**src/rtl/snoop_memory_controller_pkg.sv**
```systemverilog
// ------------------------------------------------------------------------
// snoop_pkg : shared constants, field positions and helpers for the MSI
//             snoop bus memory controller.                   Rev 1.0
// ------------------------------------------------------------------------
`default_nettype none

package snoop_pkg;

  localparam int NUM_NODES = 4;
  localparam int WORD_W    = 12;
  localparam int DATA_W    = 8;
  localparam int PROC_W    = 2;
  localparam int CMD_W     = 3;
  localparam int TAG_W     = 5;
  localparam int SNOOP_W   = NUM_NODES * WORD_W;

  localparam int WB_BIT    = 11;
  localparam int HIT_BIT   = 10;
  localparam int STATE_MSB = 9;
  localparam int STATE_LSB = 8;

  localparam logic [1:0] ST_INVALID  = 2'b00;
  localparam logic [1:0] ST_SHARED   = 2'b01;
  localparam logic [1:0] ST_MODIFIED = 2'b10;

  localparam logic [CMD_W-1:0] CMD_NONE    = 3'b000;
  localparam logic [CMD_W-1:0] CMD_RD_MISS = 3'b001;
  localparam logic [CMD_W-1:0] CMD_WR_MISS = 3'b010;
  localparam logic [CMD_W-1:0] CMD_INV     = 3'b011;

  typedef enum logic [1:0] {
    S_IDLE  = 2'd0,
    S_SNOOP = 2'd1,
    S_WB    = 2'd2,
    S_DONE  = 2'd3
  } ctrl_state_t;

  function automatic logic [WORD_W-1:0] pack_resp(
    input logic              wb_seen,
    input logic              data_valid,
    input logic [1:0]        grant_state,
    input logic [DATA_W-1:0] data
  );
    return {wb_seen, data_valid, grant_state, data};
  endfunction

endpackage

`default_nettype wire

```
**src/rtl/snoop_memory_controller_if.sv**
```systemverilog
// ------------------------------------------------------------------------
// snoop_memory_controller_if : request, snoop and response bundle.
//                                                            Rev 1.0
// ------------------------------------------------------------------------
`default_nettype none

interface snoop_memory_controller_if;
  import snoop_pkg::*;

  logic                  req_valid;
  logic [PROC_W-1:0]     req_proc;
  logic [CMD_W-1:0]      req_cmd;
  logic [TAG_W-1:0]      req_tag;
  logic [SNOOP_W-1:0]    snoop_in;
  logic [WORD_W-1:0]     resp_out;
  logic                  resp_valid;
  logic                  busy;

  modport master (
    output req_valid, req_proc, req_cmd, req_tag, snoop_in,
    input  resp_out, resp_valid, busy
  );

  modport slave (
    input  req_valid, req_proc, req_cmd, req_tag, snoop_in,
    output resp_out, resp_valid, busy
  );

endinterface

`default_nettype wire

```
**src/rtl/snoop_memory_controller_priority_select.sv**
```systemverilog
// ------------------------------------------------------------------------
// snoop_priority_select : picks the fill supplier and write-back source
//                         from the four snoop words.         Rev 1.0
// ------------------------------------------------------------------------
`default_nettype none

module snoop_priority_select
  import snoop_pkg::*;
(
  input  logic [SNOOP_W-1:0] snoop_in,
  input  logic [PROC_W-1:0]  req_proc,
  output logic               any_hit,
  output logic [DATA_W-1:0]  supplier_data,
  output logic               wb_seen,
  output logic [DATA_W-1:0]  wb_data
);

  logic [NUM_NODES-1:0] hit_vec;
  logic [NUM_NODES-1:0] mod_vec;
  logic [DATA_W-1:0]    data_arr [NUM_NODES];

  for (genvar p = 0; p < NUM_NODES; p++) begin : g_word
    logic [WORD_W-1:0] word;
    logic [1:0]        st;
    logic              other;
    assign word        = snoop_in[p*WORD_W +: WORD_W];
    assign st          = word[STATE_MSB:STATE_LSB];
    assign other       = (req_proc != PROC_W'(p));
    assign data_arr[p] = word[DATA_W-1:0];
    // state 11 is neither shared nor modified, so it never counts as a hit
    assign hit_vec[p]  = other && word[HIT_BIT] && (st == ST_SHARED || st == ST_MODIFIED);
    assign mod_vec[p]  = other && word[WB_BIT] && (st == ST_MODIFIED);
  end

  always_comb begin
    any_hit       = 1'b0;
    supplier_data = '0;
    wb_seen       = 1'b0;
    wb_data       = '0;
    // walk downwards so the lowest index is the last to win
    for (int p = NUM_NODES - 1; p >= 0; p--) begin
      if (hit_vec[p]) begin
        any_hit       = 1'b1;
        supplier_data = data_arr[p];
      end
      if (mod_vec[p]) begin
        wb_seen = 1'b1;
        wb_data = data_arr[p];
      end
    end
  end

endmodule

`default_nettype wire

```
**src/rtl/snoop_memory_controller.sv**
```systemverilog
// ------------------------------------------------------------------------
// snoop_memory_controller : shared-memory responder for the 4-node MSI
//                           snooping bus.                    Rev 1.0
// ------------------------------------------------------------------------
`default_nettype none

module snoop_memory_controller
  import snoop_pkg::*;
#(
  parameter int SNOOP_CYCLES = 1,
  parameter int MEM_DEPTH    = 32
) (
  input  logic                      clock,
  input  logic                      reset,
  snoop_memory_controller_if.slave  bus
);

  localparam int               MEM_BITS = MEM_DEPTH * DATA_W;
  localparam logic [1:0]       LAST_CNT = 2'(SNOOP_CYCLES - 1);

  function automatic logic [MEM_BITS-1:0] mem_init();
    logic [MEM_BITS-1:0] v;
    v = '0;
    for (int a = 0; a < MEM_DEPTH; a++) begin
      v[a*DATA_W +: DATA_W] = DATA_W'(3 * a);
    end
    return v;
  endfunction

  ctrl_state_t          state_q, state_d;
  logic [1:0]           cnt_q, cnt_d;
  logic [PROC_W-1:0]    proc_q, proc_d;
  logic [CMD_W-1:0]     cmd_q, cmd_d;
  logic [TAG_W-1:0]     tag_q, tag_d;
  logic                 any_hit_q, any_hit_d;
  logic [DATA_W-1:0]    sup_data_q, sup_data_d;
  logic                 wb_seen_q, wb_seen_d;
  logic [DATA_W-1:0]    wb_data_q, wb_data_d;
  logic [WORD_W-1:0]    resp_out_q, resp_out_d;
  logic                 resp_valid_q, resp_valid_d;
  logic                 busy_q, busy_d;
  // memory has no reset: its power-up image is the only initial content
  logic [MEM_BITS-1:0]  mem_q = mem_init();
  logic [MEM_BITS-1:0]  mem_d;

  logic                 sel_any_hit;
  logic [DATA_W-1:0]    sel_supplier_data;
  logic                 sel_wb_seen;
  logic [DATA_W-1:0]    sel_wb_data;
  logic [$clog2(MEM_BITS)-1:0] mem_base;
  logic [DATA_W-1:0]    mem_rd;
  logic [DATA_W-1:0]    fill_data;
  logic [WORD_W-1:0]    resp_word;
  logic                 do_wb;

  snoop_priority_select u_select (
    .snoop_in      (bus.snoop_in),
    .req_proc      (proc_q),
    .any_hit       (sel_any_hit),
    .supplier_data (sel_supplier_data),
    .wb_seen       (sel_wb_seen),
    .wb_data       (sel_wb_data)
  );

  assign mem_base  = {tag_q, 3'b000};
  assign mem_rd    = mem_q[mem_base +: DATA_W];
  assign fill_data = any_hit_q ? sup_data_q : mem_rd;

  always_comb begin
    resp_word = '0;
    do_wb     = 1'b0;
    case (cmd_q)
      CMD_RD_MISS: begin
        resp_word = pack_resp(wb_seen_q, 1'b1, ST_SHARED, fill_data);
        do_wb     = wb_seen_q;
      end
      CMD_WR_MISS: begin
        resp_word = pack_resp(wb_seen_q, 1'b1, ST_MODIFIED, fill_data);
        do_wb     = wb_seen_q;
      end
      CMD_INV: begin
        resp_word = pack_resp(wb_seen_q, 1'b0, ST_MODIFIED, '0);
        do_wb     = wb_seen_q;
      end
      CMD_NONE: resp_word = '0;
      default:  resp_word = '0;
    endcase
  end

  always_comb begin
    state_d      = state_q;
    cnt_d        = cnt_q;
    proc_d       = proc_q;
    cmd_d        = cmd_q;
    tag_d        = tag_q;
    any_hit_d    = any_hit_q;
    sup_data_d   = sup_data_q;
    wb_seen_d    = wb_seen_q;
    wb_data_d    = wb_data_q;
    resp_out_d   = resp_out_q;
    resp_valid_d = resp_valid_q;
    busy_d       = busy_q;
    mem_d        = mem_q;
    case (state_q)
      S_IDLE: begin
        if (bus.req_valid) begin
          proc_d  = bus.req_proc;
          cmd_d   = bus.req_cmd;
          tag_d   = bus.req_tag;
          cnt_d   = '0;
          busy_d  = 1'b1;
          state_d = S_SNOOP;
        end
      end
      S_SNOOP: begin
        if (cnt_q == LAST_CNT) begin
          any_hit_d  = sel_any_hit;
          sup_data_d = sel_supplier_data;
          wb_seen_d  = sel_wb_seen;
          wb_data_d  = sel_wb_data;
          state_d    = S_WB;
        end else begin
          cnt_d = cnt_q + 2'd1;
        end
      end
      S_WB: begin
        resp_out_d   = resp_word;
        resp_valid_d = 1'b1;
        if (do_wb) begin
          mem_d[mem_base +: DATA_W] = wb_data_q;
        end
        state_d = S_DONE;
      end
      S_DONE: begin
        resp_valid_d = 1'b0;
        busy_d       = 1'b0;
        state_d      = S_IDLE;
      end
      default: state_d = S_IDLE;
    endcase
  end

  always_ff @(posedge clock or posedge reset) begin
    if (reset) begin
      state_q      <= S_IDLE;
      cnt_q        <= '0;
      proc_q       <= '0;
      cmd_q        <= '0;
      tag_q        <= '0;
      any_hit_q    <= 1'b0;
      sup_data_q   <= '0;
      wb_seen_q    <= 1'b0;
      wb_data_q    <= '0;
      resp_out_q   <= '0;
      resp_valid_q <= 1'b0;
      busy_q       <= 1'b0;
    end else begin
      state_q      <= state_d;
      cnt_q        <= cnt_d;
      proc_q       <= proc_d;
      cmd_q        <= cmd_d;
      tag_q        <= tag_d;
      any_hit_q    <= any_hit_d;
      sup_data_q   <= sup_data_d;
      wb_seen_q    <= wb_seen_d;
      wb_data_q    <= wb_data_d;
      resp_out_q   <= resp_out_d;
      resp_valid_q <= resp_valid_d;
      busy_q       <= busy_d;
    end
  end

  // a reset coinciding with the WB edge abandons the pending write-back
  always_ff @(posedge clock) begin
    if (!reset) begin
      mem_q <= mem_d;
    end
  end

  assign bus.resp_out   = resp_out_q;
  assign bus.resp_valid = resp_valid_q;
  assign bus.busy       = busy_q;

endmodule

`default_nettype wire

```
**src/flat_wrapper.sv**
```systemverilog
// flat-port wrapper written by rule: the top's interface ports become plain ports
module snoop_memory_controller_flat import snoop_pkg::*;
#(
  parameter int SNOOP_CYCLES = 1,
  parameter int MEM_DEPTH    = 32
)
  (clock, reset, bus_req_valid, bus_req_proc, bus_req_cmd, bus_req_tag, bus_snoop_in, bus_resp_out, bus_resp_valid, bus_busy);
  snoop_memory_controller_if bus_i ();
  input  logic clock;
  input  logic reset;
  input wire logic [$bits(bus_i.req_valid)-1:0] bus_req_valid;
  input wire logic [$bits(bus_i.req_proc)-1:0] bus_req_proc;
  input wire logic [$bits(bus_i.req_cmd)-1:0] bus_req_cmd;
  input wire logic [$bits(bus_i.req_tag)-1:0] bus_req_tag;
  input wire logic [$bits(bus_i.snoop_in)-1:0] bus_snoop_in;
  output wire logic [$bits(bus_i.resp_out)-1:0] bus_resp_out;
  output wire logic [$bits(bus_i.resp_valid)-1:0] bus_resp_valid;
  output wire logic [$bits(bus_i.busy)-1:0] bus_busy;
  assign bus_i.req_valid = bus_req_valid;
  assign bus_i.req_proc = bus_req_proc;
  assign bus_i.req_cmd = bus_req_cmd;
  assign bus_i.req_tag = bus_req_tag;
  assign bus_i.snoop_in = bus_snoop_in;
  assign bus_resp_out = bus_i.resp_out;
  assign bus_resp_valid = bus_i.resp_valid;
  assign bus_busy = bus_i.busy;
  snoop_memory_controller #(.SNOOP_CYCLES(SNOOP_CYCLES), .MEM_DEPTH(MEM_DEPTH)) u_core (.clock(clock), .reset(reset), .bus(bus_i));
endmodule
```
**config.mk**
```make
export PLATFORM = sky130hd
export DESIGN_NAME = snoop_memory_controller_flat
export DESIGN_NICKNAME = d
export VERILOG_FILES = /design/src/rtl/snoop_memory_controller_pkg.sv /design/src/rtl/snoop_memory_controller_if.sv /design/src/rtl/snoop_memory_controller_priority_select.sv /design/src/rtl/snoop_memory_controller.sv /design/src/flat_wrapper.sv
export SDC_FILE = /design/constraint.sdc
export NUM_CORES = 1
export LEC_CHECK = 0
export CAP_MARGIN = 15
export CORE_UTILIZATION = 45
export CTS_CLUSTER_SIZE = 12
export DETAILED_ROUTE_END_ITERATION = 10
export SYNTH_ARGS = -nofsm -noshare
export SYNTH_HDL_FRONTEND = slang
export SYNTH_HIERARCHICAL = 1
export SYNTH_SLANG_ARGS = --single-unit
export TNS_END_PERCENT = 1
```
**constraint.sdc**
```tcl
create_clock -name clock -period 4.85 [get_ports clock]
set_input_delay 0.97 -clock clock [delete_from_list [all_inputs] [get_ports clock]]
set_output_delay 0.97 -clock clock [all_outputs]
set_load 0.01 [all_outputs]
```
After elaboration in Yosys (flattened, before gate mapping)
Index checks and enable logic that the tools add are counted.
- output and inout bits: 14
- word-level logic and storage cells: 101
- flip-flop bits (word level): 302
- input bits: 61
- bitwise operators: 1
- add/sub/neg operators: 2
- muxes and demuxes: 29
- shift-type cells: 3
- reduce and logical (&&, ||, !) cells: 33
- equality and inequality tests: 20
- operators by type and width (cell ; number):
    $bwmux W256 ; 1
    $shift A8 B10 Y256 const A ; 1
    $shiftx A256 B9 Y8 ; 1
    $shiftx A8 B10 Y256 ; 1
    $mux W8 ; 9
    $pmux W12 S3 ; 1
    $logic_and A1 B1 Y1 ; 16
    $eq A2 B2 Y1 const B ; 6
    $eq A2 B1 Y1 const B ; 5
    $mux W1 ; 10
    $neg A8 Y10 ; 1
    $mux W2 ; 4
    $ne A2 B2 Y1 const B ; 4
    $pmux W2 S4 ; 1
    $reduce_and A2 Y1 ; 4
    $reduce_bool A2 Y1 ; 4
    $eq A3 B2 Y1 const B ; 2
    $reduce_and A3 Y1 ; 2
    $logic_not A2 Y1 ; 2
    $logic_or A1 B1 Y1 ; 4
    $ne A2 B1 Y1 const B ; 2
    $pmux W1 S2 ; 2
    $pmux W2 S2 ; 1
    $eq A3 B1 Y1 const B ; 1
    other kinds (3) ; 3

Longest topological paths before layout
- depth in word-level cells: 7
- gate-level depth with buffers: 13
- gate-level depth less buffers: 7

Modules after synthesis
The synthesis kept the hierarchy.
- by module, submodules not included (module ; area an instance (um^2) ; instances ; cells an instance ; sequential area each (um^2)):
    snoop_memory_controller ; 14178.6 ; 1 ; 1043 ; 8838.5
    snoop_priority_select ; 673.1 ; 1 ; 94 ; 0.0

Least setup slack after synthesis
OpenSTA, ideal clock, no wires.
- path type: register to register
- from: reg u_core/tag_q[0] (netlist name)
- to: reg u_core.mem_q[224] (enable)
- arrival: 2.904 ns
- path buffers: 4
- library setup time: 0.383 ns
- data required time: 4.467 ns
- period minus slack after synthesis: 3.288 ns
- stages on the path, launching flop included: 11
- slack: 1.562 ns
- cell sequence: dfrtp_1 > buf_6 > buf_12 > buf_6 > inv_1 > ha_1 > clkbuf_1 > nor3b_1 > mux2_2 > nand2b_1 > nor3_1
- RTL lines (what ; line ; source):
    end signal: assignment ; snoop_memory_controller.sv:176 ; mem_q <= mem_d;
    end: declaration ; snoop_memory_controller.sv:43 ; logic [MEM_BITS-1:0] mem_q = mem_init();

==> results.py <==
metrics = {
    "layout": {
        "fin_area_um2": 16970,
        "drive_gt1_share_pct": 12.60,
        "areaGrowthSynthToFinish_pct": 14.25,
        "utilization_pct": 52.15,
        "insertedDiodeCount": 0,
        "layout.nets": 1273,
    },
    "clocking": {
        "clkTransAtPathRegs_ps": 60,
        "numCtsBuffers": 34,
        "cts-htree-levels": 2,
        "post_cts_resized": 0,
        "cts_tree": "done",
        "cts_buffer_depth": 3,
        "insertion_delay_ps": 510,
        "cts_sinks": 302,
        "hold_buffers": 0,
        "cts_setup_buffers": 0,
        "ctsRootBufferMaster": "clkbuf_16",
    },
    "routing": {
        "remaining_drc_errors": 0,
        "vias": 9722,
        "wl_met3_um": 3477,
        "routedWlPerCell_um": 25.05,
        "viasPerCell": 5.843,
        "final_antenna_net_count": 0,
        "wl_met2_um": 18700,
        "wirelength_met1_um": 18050,
        "top_layer_used": "met5",
        "drtIter0Drc": 950,
        "drtPass1Iterations": 5,
        "wl_um": 41690,
    },
    "synth": {
        "muxShareOfSynthArea_pct": 11.85,
        "avgSynthCellArea_um2": 13.06,
        "synth-edff-count": 256,
        "synth_top_family_by_area": "simple AND/OR/NAND/NOR gates",
        "synth_ff_type": "edfxtp_1",
        "netlist_top_cells_count": "edfxtp_1, and2_1, nor2_1, mux2i_1, nand2_1",
        "ys_ff_latch": 302,
        "synth_warnings": 6,
        "synthesis.nets": 1212,
        "synth_top_area_cell": "edfxtp_1",
        "syn-instance-count": 1137,
        "yosys-top-cells-area": "edfxtp_1, dfrtp_1, and2_1",
        "synth_compound_area_share_pct": 7.818,
        "yosysMostFrequentCell": "edfxtp_1",
        "syn_area_um2": 14850,
        "synth_top_area_share_pct": 51.76,
        "yosysSeqAreaShare_pct": 59.51,
        "synthXorXnorAreaFrac_pct": 0.3370,
        "synth_fa_ha_area_share_pct": 1.179,
        "synthSimpleGateAreaFrac_pct": 15.81,
        "ys_types": 74,
        "async_reset_ff_share_pct": 15.23,
    },
    "place": {
        "dp_hpwl_um": 29250,
        "dpl_cell_area_um2": 15850,
        "place_congestion": 0.9533,
        "port_buffers": 74,
    },
    "die": {
        "die_y_um": 183.7,
        "core-area_um2": 32540,
        "ios": 75,
        "num_rows": 66,
        "die_w_um": 183.7,
        "initial_utilization_pct": 45.65,
        "die_area_um2": 33730,
    },
    "timing": {
        "final-max-slew-violation-count": 0,
        "max_slew_margin_pct": 29.69,
        "clock.fmax_ghz": 0.2908,
        "min_period_ps": 3439,
        "fin_crit_sh_pct": 70.91,
        "fin_setup_tns_ps": 0,
        "hold_viol_final": 0,
        "rsz0062_at_grt": "false",
        "setup_viol": 0,
        "worst_pin_slew_ps": 1052,
        "skew_ps": 24.86,
    },
    "power": {
        "combPwrFrac_pct": 37.6,
        "power.static_leakage_nw": 6.087,
        "p_switching_mw": 3.571,
        "power_density_nw_per_um2": 555.5,
        "clkPwrFrac_pct": 27.1,
        "swShare_pct": 37.88,
        "p_int_mw": 5.856,
        "ir_drop_uv": 322.8,
        "power_frac_seq_pct": 35.3,
    },
    "global_route": {
        "grt_max_degree": 41,
        "grt_pass1_wl_um": 60190,
        "grt_pass1_vias": 9270,
        "grt_use_total_pct": 24.80,
        "grt_overflow": 0,
        "antenna_found_initial": 1,
    },
    "setup_path": {
        "crit_top_cell": "nand2b_1",
        "slowest_stage": "dfrtp_4",
        "criticalPathCategory": "reg -> reg",
        "cp_max_fo": 30,
        "path_cells": "inv_1 -> ha_1 -> nor3b_1 -> mux2_2 -> nand2b_1 -> nand2b_1 -> nor2_1",
        "cp-start-kind": "flip-flop",
        "worstPathRequired_ps": 4970,
        "arrival_ps": 3560,
        "endpoint_kind": "flip-flop",
        "slowest_delay_ps": 670,
    },
    "worst_hold_path": {
        "min_path_type": "reg -> reg",
    },
    "job": {
        "cap_violations": 0,
    },
    "outcome": {
        "status": "finished, final reports clean",
    },
}
==> cells by family (layout without fill, tap and decap cells) <==
logic type,after synthesis,in the layout
buffers and inverters,89,174
multiplexers,130,130
AND/OR/NAND/NOR,436,436
flip-flops,302,302
AO/OA/AOI/OAI,162,162
XOR/XNOR,4,4
adder cells (fa/ha/maj),14,14
==> cell usage in the layout, fill, tap and decap left out, types with 27 or more instances in the layout <==
cell	Yosys	layout
edfxtp_1	256	256
and2_1	165	165
nor2_1	150	150
clkdlybuf4s50_1	0	74
mux2i_1	66	66
nand2_1	48	48
dfrtp_1	46	44
a22oi_1	43	43
clkbuf_16	0	35
mux2_2	32	32
mux4_2	27	27
==> power by group through the flow <==
stage	clock [mW]	sequential [mW]	combinational, mW
floorplan	0	3.20	2.56
global placement	0	3.37	3.47
detailed placement	0	3.38	3.48
CTS	2.58	3.32	3.49
global route	2.67	3.35	3.75
finish	2.55	3.33	3.55
==> worst paths after layout <==
kind                                                  startpoint                                  to  slack [ps]  cells after the start
worst min register to register  u_core/sup_data_q[5]$_DFFE_PP0P_  u_core/bus.resp_out[5]$_DFFE_PP0P_         500                      1
max in group asynchronous                                  reset         u_core/tag_q[1]$_DFFE_PP0P_        3130                      3
worst max register to register       u_core/tag_q[1]$_DFFE_PP0P_         u_core/mem_q[146]$_DFFE_PP_        1410                      7
worst min-delay path            u_core/sup_data_q[5]$_DFFE_PP0P_  u_core/bus.resp_out[5]$_DFFE_PP0P_         500                      1
min in group asynchronous                                  reset         u_core/cmd_q[0]$_DFFE_PP0P_        1010                      2
worst max-delay path                 u_core/tag_q[1]$_DFFE_PP0P_         u_core/mem_q[146]$_DFFE_PP_        1410                      7
==> layout make-up <==
cell class              instances  area (um2)
fillers                      2834       15570
well taps                     442       553.0
clock buffers                  55        1021
clock inverters                 5       80.08
multi-input cells             746        5502
inverters                      19       71.32
repair buffers                 95       898.4
flip-flops and latches        302        8843
==> per-layer routing <==
metal | up-vias | GRT usage (%)
met1 | 4844 | 35.96
met2 | 458 | 37.26
li1 | 4312 | -
met4 | 2 | 8.533
met3 | 106 | 4.834
met5 | - | 0
==> per-stage QoR <==
stage	std cells	hold slack (ps)	setup slack, ps	total power [mW]
after CTS	1662	504.6	1415	9.393
after global placement	1602	485.8	1557	6.849
after detailed placement	1602	486.1	1467	6.852
after global routing	1664	509.8	1196	9.776
final	1664	503.1	1411	9.426
after floorplan	1137	466.1	1562	5.761
==> sequential cells by signal (all words and copies together) (netlist names) <==
register               cells
u_core/proc_q              2
u_core/bus.resp_out       12
u_core/cnt_q               2
u_core/tag_q               5
u_core/sup_data_q          8
u_core/wb_seen_q           1
u_core/bus.busy            1
u_core/mem_q             256
u_core/any_hit_q           1
u_core/bus.resp_valid      1
u_core/state_q             2
u_core/wb_data_q           8
u_core/cmd_q               3
==> critical path, delay by kind of cell, from the launching register on <==
family / cells / cell delay (ps)
fa+ha+maj: 1 / 360
buf+inv: 1 / 170
flops: 1 / 670
mux: 1 / 410
simple gates: 4 / 1420
No activity file was read; power rests on OpenSTA's default activity.
